**config.mk**
```make
export PLATFORM = sky130hd
export DESIGN_NAME = i2c_reg_ctrl_flat
export DESIGN_NICKNAME = d
export VERILOG_FILES = /design/src/rtl/i2c_reg_ctrl_pkg.sv /design/src/rtl/i2c_reg_ctrl_if.sv /design/src/rtl/i2c_reg_ctrl.sv /design/src/flat_wrapper.sv
export SDC_FILE = /design/constraint.sdc
export NUM_CORES = 1
export LEC_CHECK = 0
export CORE_MARGIN = 8
export CORE_UTILIZATION = 30
export DETAILED_ROUTE_END_ITERATION = 6
export SYNTH_ARGS = -nofsm -noshare
export SYNTH_HDL_FRONTEND = slang
export SYNTH_SLANG_ARGS = --single-unit
```
**constraint.sdc**
```tcl
create_clock -name clk -period 3.29 [get_ports clk]
set_input_delay 0.658 -clock clk [delete_from_list [all_inputs] [get_ports clk]]
set_output_delay 0.658 -clock clk [all_outputs]
set_load 0.05 [all_outputs]
```
**src/rtl/i2c_reg_ctrl_pkg.sv**
```systemverilog
// Shared definitions for the I2C register-access sequencer.
//   state_e   : 4-bit FSM state encoding (14 used codes, 14/15 unused)
//   RW_WRITE  : address-byte direction bit for a write (0)
//   RW_READ   : address-byte direction bit for a read (1)
//   addr_byte : builds the on-wire address byte {addr7, rw}
package i2c_pkg;

    typedef enum logic [3:0] {
        StIdle        = 4'd0,
        StIssueStart  = 4'd1,
        StWaitStart   = 4'd2,
        StIssueReg    = 4'd3,
        StWaitReg     = 4'd4,
        StIssueWdata  = 4'd5,
        StWaitWdata   = 4'd6,
        StIssueRstart = 4'd7,
        StWaitRstart  = 4'd8,
        StIssueRead   = 4'd9,
        StWaitRead    = 4'd10,
        StIssueStop   = 4'd11,
        StWaitStop    = 4'd12,
        StResp        = 4'd13
    } state_e;

    localparam logic RW_WRITE = 1'b0;
    localparam logic RW_READ  = 1'b1;

    function automatic logic [7:0] addr_byte(input logic [6:0] addr7, input logic rw);
        return {addr7, rw};
    endfunction

endpackage

```
**src/rtl/i2c_reg_ctrl_if.sv**
```systemverilog
// Byte-level I2C engine command/status bus.
//   master modport : sequencer side, drives command pulses, ack_in and data_in
//   slave modport  : engine side, returns done, ack_err and received data
interface i2c_reg_ctrl_if;
    logic       m_start;
    logic       m_stop;
    logic       m_write;
    logic       m_read;
    logic       m_ack_in;
    logic [7:0] m_data_in;
    logic       m_done;
    logic       m_ack_err;
    logic [7:0] m_data_out;

    modport master (
        output m_start, m_stop, m_write, m_read, m_ack_in, m_data_in,
        input  m_done, m_ack_err, m_data_out
    );

    modport slave (
        input  m_start, m_stop, m_write, m_read, m_ack_in, m_data_in,
        output m_done, m_ack_err, m_data_out
    );
endinterface

```
**src/rtl/i2c_reg_ctrl.sv**
```systemverilog
// Single-register I2C read/write sequencer in front of a byte-level I2C engine.
// Splits each accepted command into START/WRITE/READ/STOP engine operations
// and reports completion with read data and an error flag.
// Ports:
//   clk, reset          : clock, asynchronous active-low reset
//   cmd_valid/cmd_ready : command handshake (ready only in idle)
//   cmd_rw, dev_addr,
//   reg_addr, wr_data   : command fields, latched on accept
//   rsp_valid           : one-cycle completion pulse
//   rsp_rdata, rsp_err  : read byte (held until next read) and NACK/timeout flag
//   busy                : high from accept until rsp_valid
//   eng                 : engine bus (master side)
// Build option: define I2C_REG_TIMEOUT_EN to abort a WAIT state after TIMEOUT_CYC
// cycles without m_done (no STOP is issued in that case).
module i2c_reg_ctrl
    import i2c_pkg::*;
#(
    parameter int unsigned TIMEOUT_CYC = 20000,
    parameter int unsigned CNT_W       = 15
) (
    input  logic           clk,
    input  logic           reset,
    input  logic           cmd_valid,
    output logic           cmd_ready,
    input  logic           cmd_rw,
    input  logic [6:0]     dev_addr,
    input  logic [7:0]     reg_addr,
    input  logic [7:0]     wr_data,
    output logic           rsp_valid,
    output logic [7:0]     rsp_rdata,
    output logic           rsp_err,
    output logic           busy,
    i2c_reg_ctrl_if.master eng
);

    if ((64'd1 << CNT_W) <= 64'(TIMEOUT_CYC)) begin : g_bad_cnt_w
        $error("CNT_W too narrow for TIMEOUT_CYC");
    end

    state_e     state_q;
    logic       rw_q;
    logic [6:0] dev_q;
    logic [7:0] reg_q;
    logic [7:0] wdat_q;
    logic       err_q;
    logic       cmd_ready_q;
    logic       busy_q;
    logic       rsp_valid_q;
    logic       rsp_err_q;
    logic [7:0] rsp_rdata_q;
    logic       start_q;
    logic       stop_q;
    logic       write_q;
    logic       read_q;
    logic [7:0] data_in_q;
    logic       timeout;

`ifdef I2C_REG_TIMEOUT_EN
    logic             in_wait;
    logic [CNT_W-1:0] cnt_q;

    assign in_wait = state_q inside {StWaitStart, StWaitReg, StWaitWdata, StWaitRstart,
                                     StWaitRead, StWaitStop};

    // Cleared in every non-WAIT state, so it starts at 0 on each WAIT entry.
    always_ff @(posedge clk or negedge reset) begin
        if (!reset) begin
            cnt_q <= '0;
        end else if (in_wait) begin
            cnt_q <= cnt_q + 1'b1;
        end else begin
            cnt_q <= '0;
        end
    end

    assign timeout = in_wait && !eng.m_done && (cnt_q == CNT_W'(TIMEOUT_CYC - 1));
`else
    assign timeout = 1'b0;
`endif

    // Pulses are loaded on the transition into an ISSUE state, so each pulse
    // is high exactly while the FSM sits in that ISSUE state.
    always_ff @(posedge clk or negedge reset) begin
        if (!reset) begin
            state_q     <= StIdle;
            rw_q        <= RW_WRITE;
            dev_q       <= '0;
            reg_q       <= '0;
            wdat_q      <= '0;
            err_q       <= 1'b0;
            cmd_ready_q <= 1'b0;
            busy_q      <= 1'b0;
            rsp_valid_q <= 1'b0;
            rsp_err_q   <= 1'b0;
            rsp_rdata_q <= '0;
            start_q     <= 1'b0;
            stop_q      <= 1'b0;
            write_q     <= 1'b0;
            read_q      <= 1'b0;
            data_in_q   <= '0;
        end else begin
            start_q     <= 1'b0;
            stop_q      <= 1'b0;
            write_q     <= 1'b0;
            read_q      <= 1'b0;
            rsp_valid_q <= 1'b0;
            if (timeout) begin
                // Engine presumed hung: report straight away without a STOP.
                err_q       <= 1'b1;
                rsp_valid_q <= 1'b1;
                rsp_err_q   <= 1'b1;
                state_q     <= StResp;
            end else begin
                case (state_q)
                    StIdle: begin
                        cmd_ready_q <= 1'b1;
                        if (cmd_valid && cmd_ready_q) begin
                            rw_q        <= cmd_rw;
                            dev_q       <= dev_addr;
                            reg_q       <= reg_addr;
                            wdat_q      <= wr_data;
                            cmd_ready_q <= 1'b0;
                            busy_q      <= 1'b1;
                            start_q     <= 1'b1;
                            data_in_q   <= addr_byte(dev_addr, RW_WRITE);
                            state_q     <= StIssueStart;
                        end
                    end
                    StIssueStart:  state_q <= StWaitStart;
                    StIssueReg:    state_q <= StWaitReg;
                    StIssueWdata:  state_q <= StWaitWdata;
                    StIssueRstart: state_q <= StWaitRstart;
                    StIssueRead:   state_q <= StWaitRead;
                    StIssueStop:   state_q <= StWaitStop;
                    StWaitStart: begin
                        if (eng.m_done) begin
                            if (eng.m_ack_err) begin
                                err_q   <= 1'b1;
                                stop_q  <= 1'b1;
                                state_q <= StIssueStop;
                            end else begin
                                write_q   <= 1'b1;
                                data_in_q <= reg_q;
                                state_q   <= StIssueReg;
                            end
                        end
                    end
                    StWaitReg: begin
                        if (eng.m_done) begin
                            if (eng.m_ack_err) begin
                                err_q   <= 1'b1;
                                stop_q  <= 1'b1;
                                state_q <= StIssueStop;
                            end else if (rw_q == RW_READ) begin
                                start_q   <= 1'b1;
                                data_in_q <= addr_byte(dev_q, RW_READ);
                                state_q   <= StIssueRstart;
                            end else begin
                                write_q   <= 1'b1;
                                data_in_q <= wdat_q;
                                state_q   <= StIssueWdata;
                            end
                        end
                    end
                    StWaitWdata: begin
                        if (eng.m_done) begin
                            err_q   <= eng.m_ack_err;
                            stop_q  <= 1'b1;
                            state_q <= StIssueStop;
                        end
                    end
                    StWaitRstart: begin
                        if (eng.m_done) begin
                            if (eng.m_ack_err) begin
                                err_q   <= 1'b1;
                                stop_q  <= 1'b1;
                                state_q <= StIssueStop;
                            end else begin
                                read_q  <= 1'b1;
                                state_q <= StIssueRead;
                            end
                        end
                    end
                    StWaitRead: begin
                        if (eng.m_done) begin
                            rsp_rdata_q <= eng.m_data_out;
                            stop_q      <= 1'b1;
                            state_q     <= StIssueStop;
                        end
                    end
                    StWaitStop: begin
                        if (eng.m_done) begin
                            rsp_valid_q <= 1'b1;
                            rsp_err_q   <= err_q;
                            state_q     <= StResp;
                        end
                    end
                    StResp: begin
                        busy_q      <= 1'b0;
                        cmd_ready_q <= 1'b1;
                        err_q       <= 1'b0;
                        rsp_err_q   <= 1'b0;
                        state_q     <= StIdle;
                    end
                    default: begin
                        busy_q  <= 1'b0;
                        err_q   <= 1'b0;
                        state_q <= StIdle;
                    end
                endcase
            end
        end
    end

    assign cmd_ready     = cmd_ready_q;
    assign busy          = busy_q;
    assign rsp_valid     = rsp_valid_q;
    assign rsp_err       = rsp_err_q;
    assign rsp_rdata     = rsp_rdata_q;
    assign eng.m_start   = start_q;
    assign eng.m_stop    = stop_q;
    assign eng.m_write   = write_q;
    assign eng.m_read    = read_q;
    assign eng.m_data_in = data_in_q;
    // Only single-byte reads, so the one byte read is always the last: NACK it.
    assign eng.m_ack_in  = 1'b1;

endmodule

```
**src/flat_wrapper.sv**
```systemverilog
// flat-port wrapper written by rule: the top's interface ports become plain ports
module i2c_reg_ctrl_flat import i2c_pkg::*;
#(
    parameter int unsigned TIMEOUT_CYC = 20000,
    parameter int unsigned CNT_W       = 15
)
  (clk, reset, cmd_valid, cmd_ready, cmd_rw, dev_addr, reg_addr, wr_data, rsp_valid, rsp_rdata, rsp_err, busy, eng_m_start, eng_m_stop, eng_m_write, eng_m_read, eng_m_ack_in, eng_m_data_in, eng_m_done, eng_m_ack_err, eng_m_data_out);
  i2c_reg_ctrl_if eng_i ();
  input  logic clk;
  input  logic reset;
  input  logic cmd_valid;
  output logic cmd_ready;
  input  logic cmd_rw;
  input  logic [6:0] dev_addr;
  input  logic [7:0] reg_addr;
  input  logic [7:0] wr_data;
  output logic rsp_valid;
  output logic [7:0] rsp_rdata;
  output logic rsp_err;
  output logic busy;
  output wire logic [$bits(eng_i.m_start)-1:0] eng_m_start;
  output wire logic [$bits(eng_i.m_stop)-1:0] eng_m_stop;
  output wire logic [$bits(eng_i.m_write)-1:0] eng_m_write;
  output wire logic [$bits(eng_i.m_read)-1:0] eng_m_read;
  output wire logic [$bits(eng_i.m_ack_in)-1:0] eng_m_ack_in;
  output wire logic [$bits(eng_i.m_data_in)-1:0] eng_m_data_in;
  input wire logic [$bits(eng_i.m_done)-1:0] eng_m_done;
  input wire logic [$bits(eng_i.m_ack_err)-1:0] eng_m_ack_err;
  input wire logic [$bits(eng_i.m_data_out)-1:0] eng_m_data_out;
  assign eng_m_start = eng_i.m_start;
  assign eng_m_stop = eng_i.m_stop;
  assign eng_m_write = eng_i.m_write;
  assign eng_m_read = eng_i.m_read;
  assign eng_m_ack_in = eng_i.m_ack_in;
  assign eng_m_data_in = eng_i.m_data_in;
  assign eng_i.m_done = eng_m_done;
  assign eng_i.m_ack_err = eng_m_ack_err;
  assign eng_i.m_data_out = eng_m_data_out;
  i2c_reg_ctrl #(.TIMEOUT_CYC(TIMEOUT_CYC), .CNT_W(CNT_W)) u_core (.clk(clk), .reset(reset), .cmd_valid(cmd_valid), .cmd_ready(cmd_ready), .cmd_rw(cmd_rw), .dev_addr(dev_addr), .reg_addr(reg_addr), .wr_data(wr_data), .rsp_valid(rsp_valid), .rsp_rdata(rsp_rdata), .rsp_err(rsp_err), .busy(busy), .eng(eng_i));
endmodule
```
# After elaboration in Yosys (flattened, before gate mapping)
# Index checks and enable logic that the tools add are counted.
classes:
  n_bitwise: 2
  eq_ne: 24
  mux: 45
  reduce_logical: 16
op_table:
  columns: ["op", "n"]
  rows:
  - ["two-way mux 8 bit", 6]
  - ["case mux 4 bit (12 select lines)", 1]
  - ["two-way mux 4 bit", 8]
  - ["== test 4 bit (second input constant)", 6]
  - ["case mux 8 bit (3 select lines)", 1]
  - ["two-way mux 1 bit", 20]
  - ["== test 4 x 3 -> 1 bit (second input constant)", 4]
  - ["inequality test 2 bit (second input constant)", 7]
  - ["case mux 1 bit (2 select lines)", 6]
  - ["AND reduction 6 bit", 2]
  - ["OR reduction 12 bit", 1]
  - ["OR reduction 9 bit", 1]
  - ["== test 4 x 2 -> 1 bit (second input constant)", 2]
  - ["inequality test 2 x 1 -> 1 bit (second input constant)", 4]
  - ["AND reduction 2 bit", 4]
  - ["== test 4 x 1 -> 1 bit (second input constant)", 1]
  - ["zero test 4 bit", 1]
  - ["two-way mux 2 bit", 2]
  - ["AND reduction 4 bit", 1]
  - ["nonzero test 2 bit", 2]
  - ["case mux 1 bit (3 select lines)", 1]
  - ["nonzero test 3 bit", 1]
  - ["OR reduction 3 bit", 1]
  - ["inverter 1 bit", 2]
  - ["2 further kinds", 2]
word_totals:
  elab_cells: 103
  output_inout_bits: 25
  regBits: 53
  in_bits: 37

# Depth between registers and ports, before layout
# Gate-level depths: netlist of run 1.
depth:
  ltp_word: 4
  ltp_mapped: 6
  mapped_depth_nobuf: 4

# Worst setup path after synthesis of run 1
# OpenSTA, ideal clock, no wires.
synth_path:
  path_kind: "register -> register"
  startpoint: "register u_core.cmd_ready_q (netlist: u_core.cmd_ready)"
  endpoint: "register u_core.data_in_q[0] (netlist: u_core.eng.m_data_in[0])"
  path_slack_ns: 1.427
  t_required_ns: 3.165
  path_buffers: 1
  t_arrival_ns: 1.738
  period_less_slack_ns: 1.863
  path_stages_with_launch: 6
  cell_sequence: "dfrtp_1 > nand2_1 > or3_1 > buf_6 > o31ai_4 > mux2_2"
synth_between:
  elab_chain_len: 3
synth_rtl:
  columns: ["item", "line", "source"]
  rows:
  - ["start: declaration", "i2c_reg_ctrl.sv:46", "logic cmd_ready_q;"]
  - ["start signal: assignment", "i2c_reg_ctrl.sv:91", "cmd_ready_q <= 1'b0;"]
  - ["start signal: assignment", "i2c_reg_ctrl.sv:116", "cmd_ready_q <= 1'b1;"]
  - ["start signal: assignment", "i2c_reg_ctrl.sv:122", "cmd_ready_q <= 1'b0;"]
  - ["logical AND 1 bit", "i2c_reg_ctrl.sv:117", "if (cmd_valid && cmd_ready_q) begin"]
  - ["inequality test 2 x 1 -> 1 bit (no source line)", null, null]
  - ["AND reduction 6 bit (no source line)", null, null]
  - ["end signal: assignment", "i2c_reg_ctrl.sv:125", "data_in_q <= addr_byte(dev_addr, RW_WRITE);"]
  - ["end signal: assignment", "i2c_reg_ctrl.sv:143", "data_in_q <= reg_q;"]
  - ["end signal: assignment", "i2c_reg_ctrl.sv:156", "data_in_q <= addr_byte(dev_q, RW_READ);"]
  - ["end: declaration", "i2c_reg_ctrl.sv:55", "logic [7:0] data_in_q;"]
# Every way passes these cells.
# A chain may end at the register's enable or synchronous reset.

# Worst setup path in the final report of run 1
layout_path:
  startpoint: "register u_core.state_q[1]"
  endpoint: "register u_core.data_in_q[4] (netlist: u_core.eng.m_data_in[4])"
layout_between:
  elab_chain_len: 3
  elab_cells_between_ends: 11
  classes_between: "7 x eq/ne; 1 x mux; 3 x reduce/logical"
layout_rtl:
  columns: ["item", "line", "source"]
  rows:
  - ["start: declaration", "i2c_reg_ctrl.sv:40", "state_e state_q;"]
  - ["start signal: assignment", "i2c_reg_ctrl.sv:85", "state_q <= StIdle;"]
  - ["start signal: assignment", "i2c_reg_ctrl.sv:112", "state_q <= StResp;"]
  - ["start signal: assignment", "i2c_reg_ctrl.sv:126", "state_q <= StIssueStart;"]
  - ["== test 4 x 3 -> 1 bit (tied with other cells)", "i2c_reg_ctrl.sv:114", "case (state_q)"]
  - ["inequality test 2 bit (no source line) (tied with other cells)", null, null]
  - ["AND reduction 6 bit (no source line)", null, null]
# Several ways; a longest one is shown, not always the timed one.

==> results of run 1 <==
[per-layer routing]
layer | track usage | share of wire
met5 | 0 | 0
met4 | 0.02379 | 0.0070
met3 | 0.04251 | 0.087
met2 | 0.1654 | 0.48
met1 | 0.1278 | 0.43
[registers in the layout, summed over array words and instances (netlist names), 4 cells and up]
name                  cells
u_core.state_q            4
u_core.dev_q              7
u_core.reg_q              8
u_core.wdat_q             8
u_core.rsp_rdata          8
u_core.eng.m_data_in      8
[cell families (layout without fill, tap and decap cells)]
kind of cell              Yosys count  after routing  synth area share
muxes                              49             49            0.2392
other                               1              1          0.001482
and+or+nand+nor                    47             47           0.08997
buffers and inverters              17             75           0.03608
DFF                                53             53            0.5240
AOI/OAI and AO/OA                  34             34            0.1058
xor gates and xnor gates            1              1          0.003461
[worst paths after layout]
check                                              start                             endpoint  slack, ns  cells past startpoint
setup / recovery           u_core.state_q[1]$_DFFE_PN0P_  u_core.eng.m_data_in[4]$_DFFE_PN0P_       0.97                      5
max in group asynchronous                          reset           u_core.rsp_err$_DFFE_PN0P_       2.08                      2
min in group asynchronous                          reset          u_core.reg_q[6]$_DFFE_PN0P_       0.52                      1
setup reg to reg           u_core.state_q[1]$_DFFE_PN0P_  u_core.eng.m_data_in[4]$_DFFE_PN0P_       0.97                      5
hold reg to reg                  u_core.busy$_DFFE_PN0P_              u_core.busy$_DFFE_PN0P_       0.50                      2
hold / removal                   u_core.busy$_DFFE_PN0P_              u_core.busy$_DFFE_PN0P_       0.50                      2
[power by group through the flow]
| stage | logic [uW] | clock network, uW | registers [uW] |
|---|---|---|---|
| final | 1610 | 385 | 1240 |
| after global placement | 1620 | 0 | 1250 |
| after global routing | 1740 | 421 | 1290 |
| after detailed placement | 1630 | 0 | 1250 |
| after floorplan | 863 | 0 | 1540 |
| after CTS | 1630 | 405 | 1240 |
[placed cells by master (no fill, tap or decap), types with 4 or more instances in the layout]
master and n:
inv_1 4, a221o_1 7, a21oi_1 4, nor2_1 17, nand2_1 11, o21ai_0 6
dfrtp_1 53, mux2i_1 8, clkdlybuf4s50_1 59, nor2b_1 4, clkbuf_8 5, mux2_2 24
mux2_4 17
[metrics by stage]
step / instances / hold slack, ns / util
floorplan: 202 / 0.3624 / -
global placement: 357 / 0.4767 / 0.3900
detailed placement: 357 / 0.4720 / 0.3900
CTS: 365 / 0.4984 / 0.4016
global route: 365 / 0.5194 / 0.4016
finish: 365 / 0.4958 / 0.4016
[tightest hold or removal path, delay by kind of cell (launching register included)]
kind,cells,cell delay (ns)
flip-flops,1,0.37
AND/OR/NAND/NOR,2,0.10
[cell type report]
type | instances | area (sq um) | area share
Sequential cell | 53 | 1326 | 0.4020
Tap cell | 105 | 131.4 | 0.03982
Multi-Input combinational cell | 132 | 1114 | 0.3375
Timing Repair Buffer | 63 | 618.1 | 0.1873
Clock inverter | 3 | 26.28 | 0.007964
Inverter | 4 | 15.01 | 0.004551
Clock buffer | 5 | 68.82 | 0.02086
==> metrics.md, run 1 <==
| Metric | Value |
|---|---|
| Status | `finished clean` |
| Row cnt | `33` |
| Leak | `0.001442 uW` |
| GRT Util Overall | `0.1038` |
| Initial antenna violation count | `0` |
| Critical path peak fanout | `23` |
| DR iter-0 viols | `102` |
| Final instance area | `3299 sq um` |
| Wire per inst | `15.72 um` |
| Critical path arrival | `2.51 ns` |
| Area delta synth->final | `30.35%` |
| CTS tree | `yes` |
| Final wirelength | `5738 um` |
| CP Buf/Inv Count | `1` |
| Mapped Cells | `202` |
| Maximum root-to-sink buffer count | `2` |
| #FFs+latches synth | `53` |
| Worst-Skew Late Latency | `0.30 ns` |
| Distinct cells, synth | `42` |
| Final setup viols | `0` |
| Sink Count | `53` |
| Post-CTS Setup Inserts | `0` |
| Min-delay worst type | `register to register` |
| Slew @ Worst Pin | `1.025 ns` |
| Post-synth top flop | `dfrtp_1` |
| Final Critical Period | `2.316 ns` |
| Crit path cell chain | `or2_2, or3_1, buf_4, o31ai_4, mux2_2` |
| Mapped Area | `2531 sq um` |
| Pwr Total | `3239 uW` |
| Max-cap violations | `0` |
| Final #Nets | `296` |
| CP delay by family, top | `simple AND/OR/NAND/NOR gates` |
| Setup slack at placement | `0.7868 ns` |
| Synth cell count leaders | `dfrtp_1, mux2_2, mux2_4, nor2_1, nand2_1` |
| RSZ-0062 raised after global routing | `false` |
| Internal | `1876 uW` |
| CP endpoint kind | `register` |
| Clock transition at path regs | `0.10 ns` |
| H-Tree Depth | `2` |
| Number of enable flip-flop cells after synthesis | `0` |
| Area contributors post-synth | `dfrtp_1, mux2_2, mux2_4` |
| Syn_nets | `239` |
| Setup CP Type | `register to register` |
| Comb pwr share | `0.498` |
| Synth async-reset ratio | `1.000` |
| # resized after CTS | `0` |
| Clock share of power | `0.119` |
| Core area | `8217 sq um` |
| Count leader, synth | `dfrtp_1` |
| Die Ht | `107.9 um` |
| Post-Route Setup TNS | `0 ns` |
| TritonRoute pass-1 iters | `4` |
| CTS root buf | `clkbuf_8` |
| Slew Limit Fails | `0` |
| Slowest stage delay, CP | `0.64 ns` |
| First-pass GRT wire length | `9646 um` |
| DRC viols | `0` |
| Slew margin rel. | `0.3164` |
| Full die area | `11,630 sq um` |
| Power per cell area | `981.6 nW/um^2` |
| Sequential fraction of the synthesis area | `0.5240` |
| Placed Area | `3204 sq um` |
| Detailed placement HPWL | `4164 um` |
| Worst setup SP type | `register` |
| Net switching power | `1363 uW` |
| Sequential cell fraction of total power | `0.383` |
| Grt ovf | `0` |
| Synth area leader | `dfrtp_1` |
| Slack of the critical path | `0.9739 ns` |
| Die Wd | `107.9 um` |
| Initial core utilization | `0.3081` |
| Slowest CP cell | `dfrtp_1` |
| Vias per cell | `4.800` |
| Clock skew | `0.006635 ns` |
| Worst VDD drop | `440.6 uV` |
| Req. time, crit path | `3.48 ns` |
| F_max | `0.4318 GHz` |
| Vias | `1,752` |
| Fin crit share | `0.7040` |
| Final hold viol count | `0` |
| I/O Pins | `62` |
| CTS hold repair buffers | `0` |
| Diode count | `0` |
| Port Buffers | `60` |
| Layout filler cell count | `780` |
| Pin count of the biggest net entering global routing | `47` |
| Share of post-route cells with drive strength above 1 | `0.2154` |
| Syn_area_per_cell | `12.53 sq um` |
| TritonCTS Buffers | `5` |
| Yosys top cell area share | `0.5240` |
| Gpl congestion | `0.7938` |
| Vias in the first global route | `1,883` |
| Post-DRT Antenna Nets | `0` |
| Switch share | `0.4207` |
| Yosys warns | `0` |
Note: power is estimated with default switching activity, not from simulation.
==> inputs of run 2 (changes only) <==
==> constraint.sdc (replaced) <==
create_clock -name clk -period 2.27 [get_ports clk]
set_input_delay 0.454 -clock clk [delete_from_list [all_inputs] [get_ports clk]]
set_output_delay 0.454 -clock clk [all_outputs]
set_load 0.05 [all_outputs]
==> run 2 against run 1 <==
Net effect: global-route usage up 0.40 points; clock-buffer cell count is the same; largest power group unchanged; utilization is 1.0 points higher; routed wire length up 4.7%; final cell count up 2.5%; die area stayed put; first-iteration DRC count grew 27%.
==> metrics.md, run 2 (synthesis results as in run 1) <==
| Metric | Value |
|---|---|
| Commonest cells after routing, fill and taps aside | `clkdlybuf4s50_1, dfrtp_1, mux2_2` |
| Slew margin rel. | `0.4176` |
| Detailed placement HPWL | `4308 um` |
| Slew Limit Fails | `0` |
| Wire per inst | `16.06 um` |
| Full die area | `11,630 sq um` |
| Final wirelength | `6007 um` |
| Slowest CP cell | `o31ai_4` |
| First-pass GRT wire length | `10,070 um` |
| Initial antenna violation count | `0` |
| Post-CTS Setup Inserts | `0` |
| Leak | `0.001501 uW` |
| Maximum root-to-sink buffer count | `2` |
| WHS | `0.2597 ns` |
| Worst setup SP type | `register` |
| TritonCTS Buffers | `5` |
| Final hold viol count | `0` |
| Post-Route Setup TNS | `0 ns` |
| Min-delay worst type | `input pin to asynchronous set/reset pin` |
| Die Wd | `107.9 um` |
| CP endpoint kind | `register` |
| TritonRoute pass-1 iters | `4` |
| Sink Count | `53` |
| Final Critical Period | `2.007 ns` |
| CTS tree | `yes` |
| Area delta synth->final | `33.71%` |
| Port Buffers | `60` |
| Status | `finished clean` |
| Gpl congestion | `0.8315` |
| DR iter-0 viols | `130` |
| Worst-Skew Late Latency | `0.31 ns` |
| F_max | `0.4983 GHz` |
| Share of post-route cells with drive strength above 1 | `0.2416` |
| Vias | `1,792` |
| Clock skew | `0.007946 ns` |
| DRC viols | `0` |
| RSZ-0062 raised after global routing | `false` |
| GRT Util Overall | `0.1078` |
| Vias in the first global route | `1,985` |
| Row cnt | `33` |
| Core area | `8217 sq um` |
| Initial core utilization | `0.3081` |
| Setup CP Type | `register to register` |
| Power per cell area | `1446 nW/um^2` |
| Grt ovf | `0` |
| Most common cell after layout, fill and taps aside | `clkdlybuf4s50_1` |
| Clock transition at path regs | `0.10 ns` |
| H-Tree Depth | `2` |
| Critical path peak fanout | `11` |
| Post-DRT Antenna Nets | `0` |
| Pwr Total | `4892 uW` |
| I/O Pins | `62` |
| Layout filler cell count | `804` |
| Slew @ Worst Pin | `0.8626 ns` |
| Final setup viols | `0` |
| Slowest stage delay, CP | `0.51 ns` |
| Critical path arrival | `2.21 ns` |
| CTS hold repair buffers | `0` |
| # resized after CTS | `0` |
| Max-cap violations | `0` |
| Pin count of the biggest net entering global routing | `54` |
| Fin crit share | `0.8841` |
| Diode count | `0` |
| Req. time, crit path | `2.47 ns` |
| CTS root buf | `clkbuf_8` |
| Final #Nets | `305` |
| Vias per cell | `4.791` |
| Crit path cell chain | `buf_4, nor2_1, nand2_1, o31ai_4, mux2_2` |
| Worst VDD drop | `718.2 uV` |
| Die Ht | `107.9 um` |
==> run 2: area by class of cell <==
type,count,area [sq um],area share
sequential,53,1326,0.3919
multi-input combinational,132,1114,0.3290
clock inverter,3,43.79,0.01294
inverter,4,15.01,0.004436
tap,105,131.4,0.03882
timing repair buffer,72,685.7,0.2026
clock buffer,5,68.82,0.02033
==> run 2: path summary, 6_finish.rpt <==
path / start / endpoint / slack, ns / cells past startpoint
max: u_core.state_q[0]$_DFFE_PN0P_ / u_core.eng.m_data_in[5]$_DFFE_PN0P_ / 0.26 / 5
max in group asynchronous: reset / u_core.rsp_rdata[6]$_DFFE_PN0P_ / 1.57 / 2
min in group clk: u_core.busy$_DFFE_PN0P_ / u_core.busy$_DFFE_PN0P_ / 0.49 / 2
max reg2reg: u_core.state_q[0]$_DFFE_PN0P_ / u_core.eng.m_data_in[5]$_DFFE_PN0P_ / 0.26 / 5
min reg2reg: u_core.busy$_DFFE_PN0P_ / u_core.busy$_DFFE_PN0P_ / 0.49 / 2
min: reset / u_core.rsp_err$_DFFE_PN0P_ / 0.26 / 2
==> run 2: metal layers <==
metal	GRT usage	part of all wire	vias to the layer above	wire [um]
met5	0	0	-	0
met4	0.02973	0.0095	0	57
met3	0.04072	0.080	6	482
met2	0.1728	0.46	47	2767
met1	0.1320	0.45	885	2699
li1	-	-	854	-
==> run 2: power breakdown <==
group	switching, uW	internal, uW
registers	320	1380
clock network	328	331
logic	1350	1180
total	2000	2900
==> run 2: stage by stage <==
| step | worst slack, ns | utilization | instance area, sq um | cells |
|---|---|---|---|---|
| 2_1_floorplan | 0.4071 | - | 2531 | 202 |
| 6_report | 0.2632 | 0.4119 | 3385 | 374 |
| 4_1_cts | 0.2360 | 0.4119 | 3385 | 374 |
| 3_5_place_dp | 0.07380 | 0.3982 | 3272 | 366 |
| 5_1_grt | 0.1582 | 0.4119 | 3385 | 374 |
| 3_3_place_gp | 0.07449 | 0.3982 | 3272 | 366 |
==> run 2: critical path, delay by kind of cell (launching register included) <==
| family | cells | cell delay (ns) |
|---|---|---|
| AOI/OAI and AO/OA | 1 | 0.51 |
| muxes | 1 | 0.40 |
| buffers and inverters | 1 | 0.20 |
| and+or+nand+nor | 2 | 0.35 |
| DFF | 1 | 0.44 |
